`config.mk`:
```
export PLATFORM = sky130hd
export DESIGN_NAME = w1_accum
export DESIGN_NICKNAME = d
export VERILOG_FILES = /design/src/rtl/w1_accum.sv
export SDC_FILE = /design/constraint.sdc
export NUM_CORES = 1
export LEC_CHECK = 0
export CORE_MARGIN = 8
export CORE_UTILIZATION = 30
export CTS_BUF_LIST = sky130_fd_sc_hd__clkbuf_4
export CTS_CLUSTER_SIZE = 14
export DETAILED_ROUTE_END_ITERATION = 8
export PLACE_DENSITY = 0.48
export SKIP_LAST_GASP = 1
export SLEW_MARGIN = 20
export SYNTH_ARGS = -nofsm -noshare
export SYNTH_HDL_FRONTEND = slang
export SYNTH_SLANG_ARGS = --single-unit
export TNS_END_PERCENT = 50
```
`constraint.sdc`:
```
create_clock -name clk -period 5 [get_ports clk]
set_input_delay 0.75 -clock clk [delete_from_list [all_inputs] [get_ports clk]]
set_output_delay 0.75 -clock clk [all_outputs]
set_load 0.005 [all_outputs]
```
`src/rtl/w1_accum.sv`:
```
// Accumulates NUM_PP consecutive W1 transform words, each weighted by 4^k,
// into one unsigned product word with valid/ready handshakes on both sides.
module w1_accum #(
    parameter  int P      = 33,
    parameter  int NUM_PP = 4,
    localparam int ACC_W  = 2 * (P + 1 + NUM_PP)
) (
    input  logic               clk,
    input  logic               rst_n,
    input  logic               in_valid,
    output logic               in_ready,
    input  logic [2*P+1:0]     w1,
    output logic               out_valid,
    input  logic               out_ready,
    output logic [ACC_W-1:0]   prod,
    output logic               busy
);

    localparam int CW = $clog2(NUM_PP) + 1;

    typedef enum logic [1:0] {
        S_IDLE,
        S_ACCUM,
        S_DONE
    } state_t;

    state_t             state_q, state_d;
    logic [ACC_W-1:0]   acc_q, acc_d;
    logic [CW-1:0]      cnt_q, cnt_d;
    logic               accept;
    logic [ACC_W-1:0]   addend;

    // DONE never accepts, so readiness is purely a function of state.
    assign accept = in_valid && (state_q != S_DONE);
    assign addend = ACC_W'(w1) << {cnt_q, 1'b0};

    always_ff @(posedge clk) begin
        if (!rst_n) begin
            state_q <= S_IDLE;
            acc_q   <= '0;
            cnt_q   <= '0;
        end else begin
            state_q <= state_d;
            acc_q   <= acc_d;
            cnt_q   <= cnt_d;
        end
    end

    always_comb begin
        state_d = state_q;
        acc_d   = acc_q;
        cnt_d   = cnt_q;
        case (state_q)
            S_IDLE: begin
                if (accept) begin
                    acc_d   = ACC_W'(w1);
                    cnt_d   = CW'(1);
                    state_d = (NUM_PP == 1) ? S_DONE : S_ACCUM;
                end
            end
            S_ACCUM: begin
                if (accept) begin
                    acc_d = acc_q + addend;
                    cnt_d = cnt_q + CW'(1);
                    if (cnt_q == CW'(NUM_PP - 1)) begin
                        state_d = S_DONE;
                    end
                end
            end
            S_DONE: begin
                if (out_ready) begin
                    state_d = S_IDLE;
                    acc_d   = '0;
                    cnt_d   = '0;
                end
            end
            default: begin
                state_d = S_IDLE;
                acc_d   = '0;
                cnt_d   = '0;
            end
        endcase
    end

    // Outputs decode state and the accumulator register only.
    assign in_ready  = (state_q != S_DONE);
    assign out_valid = (state_q == S_DONE);
    assign busy      = (state_q != S_IDLE);
    assign prod      = (state_q == S_DONE) ? acc_q : '0;

endmodule

```
==> out/results.tsv <==
metric	value	unit
clkLatencyLatePin	0.58	ns
place_congestion	0.929	
p_leak	0.00541	uW
drv_slew	0	
grt_pass1_vias	11500	
num_rows	69	
avgSynthCellArea	7.93	um^2
muxShareOfSynthArea	18.3	%
dr.first_iter.drc_count	948	
grt-ovfl-total	0	
yosys_warnings	0	
pwr-share-comb	57.4	%
dieArea	42400	um^2
cpPeakStageDelay	0.58	ns
cp.arrival	5.13	ns
critPathLaunchType	register	
tightest_slew	0.973	ns
cts_tree	built	
synthXorXnorAreaFrac	5.59	%
hold_violations	0	
grt_use_total	21.8	%
ios	151	
synth_seq_cells	81	
avgViaCountPerCell	5.75	
wl	47300	um
final_antenna_net_count	0	
postSynthCellCount	1364	
stdcell_area	13500	um^2
nets	1685	
synth_nets	1514	
fin_crit	4.69	ns
p_per_area	213	nW/um^2
vdd_drop_max	117	uV
grt_antenna_before_repair	3	
path_clk_slew	0.17	ns
dr.pass1.iters	8	
synth_compound_area_share	26.1	%
cp-end-kind	register	
p_int	1580	uW
grt_start_max_net_pins	69	
placed_area	13400	um^2
clockBufferDepth	2	
post_cts_buffers	0	
finalSetupViolations	0	
synthesis.area	10800	um^2
synth_edf_count	0	
p_switching	1300	uW
synth_top_family_by_area	compound AO/OA/AOI/OAI gates	
period_share	93.7	%
finClkSkew	0.0454	ns
ys_async_sr_fraction	0	%
area_growth	25.3	%
cts_hold_buf	0	
pwr-share-clk	16.4	%
rsz0062_at_grt	false	
synthFlopType	dfxtp_1	
ys_types	76	
dp_hpwl	36300	um
seq_power_share	26.2	%
cts_made_buffers	9	
die-width	206	um
yosys.area_share.adder	9.09	%
slew-limit-headroom	35.1	%
synth-simple-area-share	21.1	%
start_util	30.4	%
wl_per_cell	23.6	um
die_h	206	um
ys_seq_area_share	15.0	%
cpMaxStageDelayCell	dfxtp_4	
required	5.45	ns
grt_pass1_wl	71400	um
htree_levels	3	
hold_path_class	reg -> reg	
cts-resized-gates	0	
num_vias	11500	
finalPower	2880	uW
crit_type	reg -> reg	
status	finished clean	
r2r_setup_slack	0.31	ns
drc	0	
maxCapViolCount	0	
max_freq	213	MHz
cts_root_buffer	clkbuf_4	
io_buffers	150	
cp_max_fo	17	
core_region_area	35600	um^2
path_cells	buf_12, mux2_2, mux4_2, ha_1, a21oi_1, o21ai_1, a21oi_1, nor3_1, a311oi_2, o31ai_1, a31oi_1, buf_4, o21ai_1, o21a_1, mux2i_1, o21ai_1	
crit_path_frequent_cell	o21ai_1	
clock-sinks	81	
switching_share	45.2	%
drive_gt1_share	17.7	%
state kept, by name, indices dropped and copies added (netlist names):
register  count
state_q       2
cnt_q         3
acc_q        76
per-layer routing:
metal,GRT usage (%),wire length (um),vias up
met5,0,13,-
met4,5.60,1070,2
met3,3.59,2800,68
met2,36.3,22100,402
met1,28.9,21300,5612
li1,-,-,5433
power groups by stage:
stage / clock [uW] / sequential, uW / combinational (uW)
CTS: 498 / 757 / 1630
detailed placement: 0 / 771 / 1620
floorplan: 0 / 741 / 1040
global route: 514 / 763 / 1790
global placement: 0 / 773 / 1630
finish: 473 / 755 / 1660
cell families after synthesis:
family | Yosys count
flip-flops | 81
adder cells (fa/ha/maj) | 78
buffers and inverters | 129
XOR/XNOR | 69
multiplexers | 136
AND/OR/NAND/NOR | 448
AO/OA/AOI/OAI | 423
worst paths after layout:
check | end | cells past startpoint | start
setup reg to reg | acc_q[74] | 16 | cnt_q[1]
hold / removal | acc_q[70] | 2 | acc_q[70]
setup / recovery | acc_q[74] | 16 | cnt_q[1]
hold reg to reg | acc_q[70] | 2 | acc_q[70]
critical path, delay by kind of cell, from the launching register on:
| family | cells | cell delay (ns) |
|---|---|---|
| adders and majority gates | 1 | 0.43 |
| AOI/OAI and AO/OA | 9 | 1.75 |
| and+or+nand+nor | 1 | 0.31 |
| buffers and inverters | 2 | 0.42 |
| muxes | 3 | 1.07 |
| DFF | 1 | 0.58 |
area by class of cell:
type | count | area (um^2)
Fill cell | 3802 | 22000
Multi-Input combinational cell | 1154 | 8690
Timing Repair Buffer | 264 | 2400
Sequential cell | 81 | 1630
Tap cell | 461 | 577
Inverter | 25 | 93.8
Clock inverter | 7 | 76.3
Clock buffer | 9 | 67.6
Antenna cell | 2 | 5.00
synthesized netlist by cell type, types with 5 or more instances:
cell type	instances	share of area [%]
a221oi_1	17	1.4
nand2b_1	11	0.64
nor3_1	22	1.0
buf_2	8	0.37
dfxtp_1	81	15
a222oi_1	24	2.2
o21ai_0	82	3.8
and2_1	85	4.9
buf_4	6	0.42
mux2i_1	24	2.2
o21bai_1	20	1.4
nor2b_1	49	2.8
nand3_1	21	0.97
a22oi_1	19	1.3
a21oi_1	105	4.9
and3_1	5	0.29
nor2_1	91	3.2
nand4_1	21	1.2
clkbuf_1	80	2.8
a211oi_1	13	0.90
nor3b_1	9	0.62
o211ai_1	13	0.90
o21a_1	7	0.49
o21ai_1	18	0.83
xnor2_1	43	3.5
buf_1	9	0.31
a31oi_1	15	0.87
ha_1	77	8.9
mux2_2	70	7.3
a21o_1	46	3.2
inv_1	23	0.80
xor2_1	26	2.1
mux4_2	42	8.7
nand2_1	115	4.0
stage by stage:
stage          utilization [%]  hold WS (ns)  setup slack, ns  TNS [ns]  std cells
2_1_floorplan                -         0.438           0.0244         0       1364
3_3_place_gp              37.6         0.463           -0.128    -0.381       1984
3_5_place_dp              37.6         0.462           -0.106    -0.353       1984
4_1_cts                   38.0         0.483            0.284         0       2000
5_1_grt                   38.1         0.512           0.0400         0       2003
6_report                  38.1         0.480            0.313         0       2003
cells in the final DEF, fill, tap and decap left out, types with 18 or more instances in the layout:
master	count
and2_1	84
nand4_1	21
o21bai_1	20
nor3_1	21
nand2_1	115
mux2_2	70
a21oi_1	105
a21o_1	46
mux4_2	42
ha_1	77
xnor2_1	43
a222oi_1	24
nor2b_1	49
dfxtp_1	78
mux2i_1	24
o21ai_1	18
xor2_1	26
nor2_1	89
inv_1	22
o21ai_0	82
clkdlybuf4s50_1	149
a22oi_1	19
buf_4	110
nand3_1	21
(Power assumes the default switching activity.)
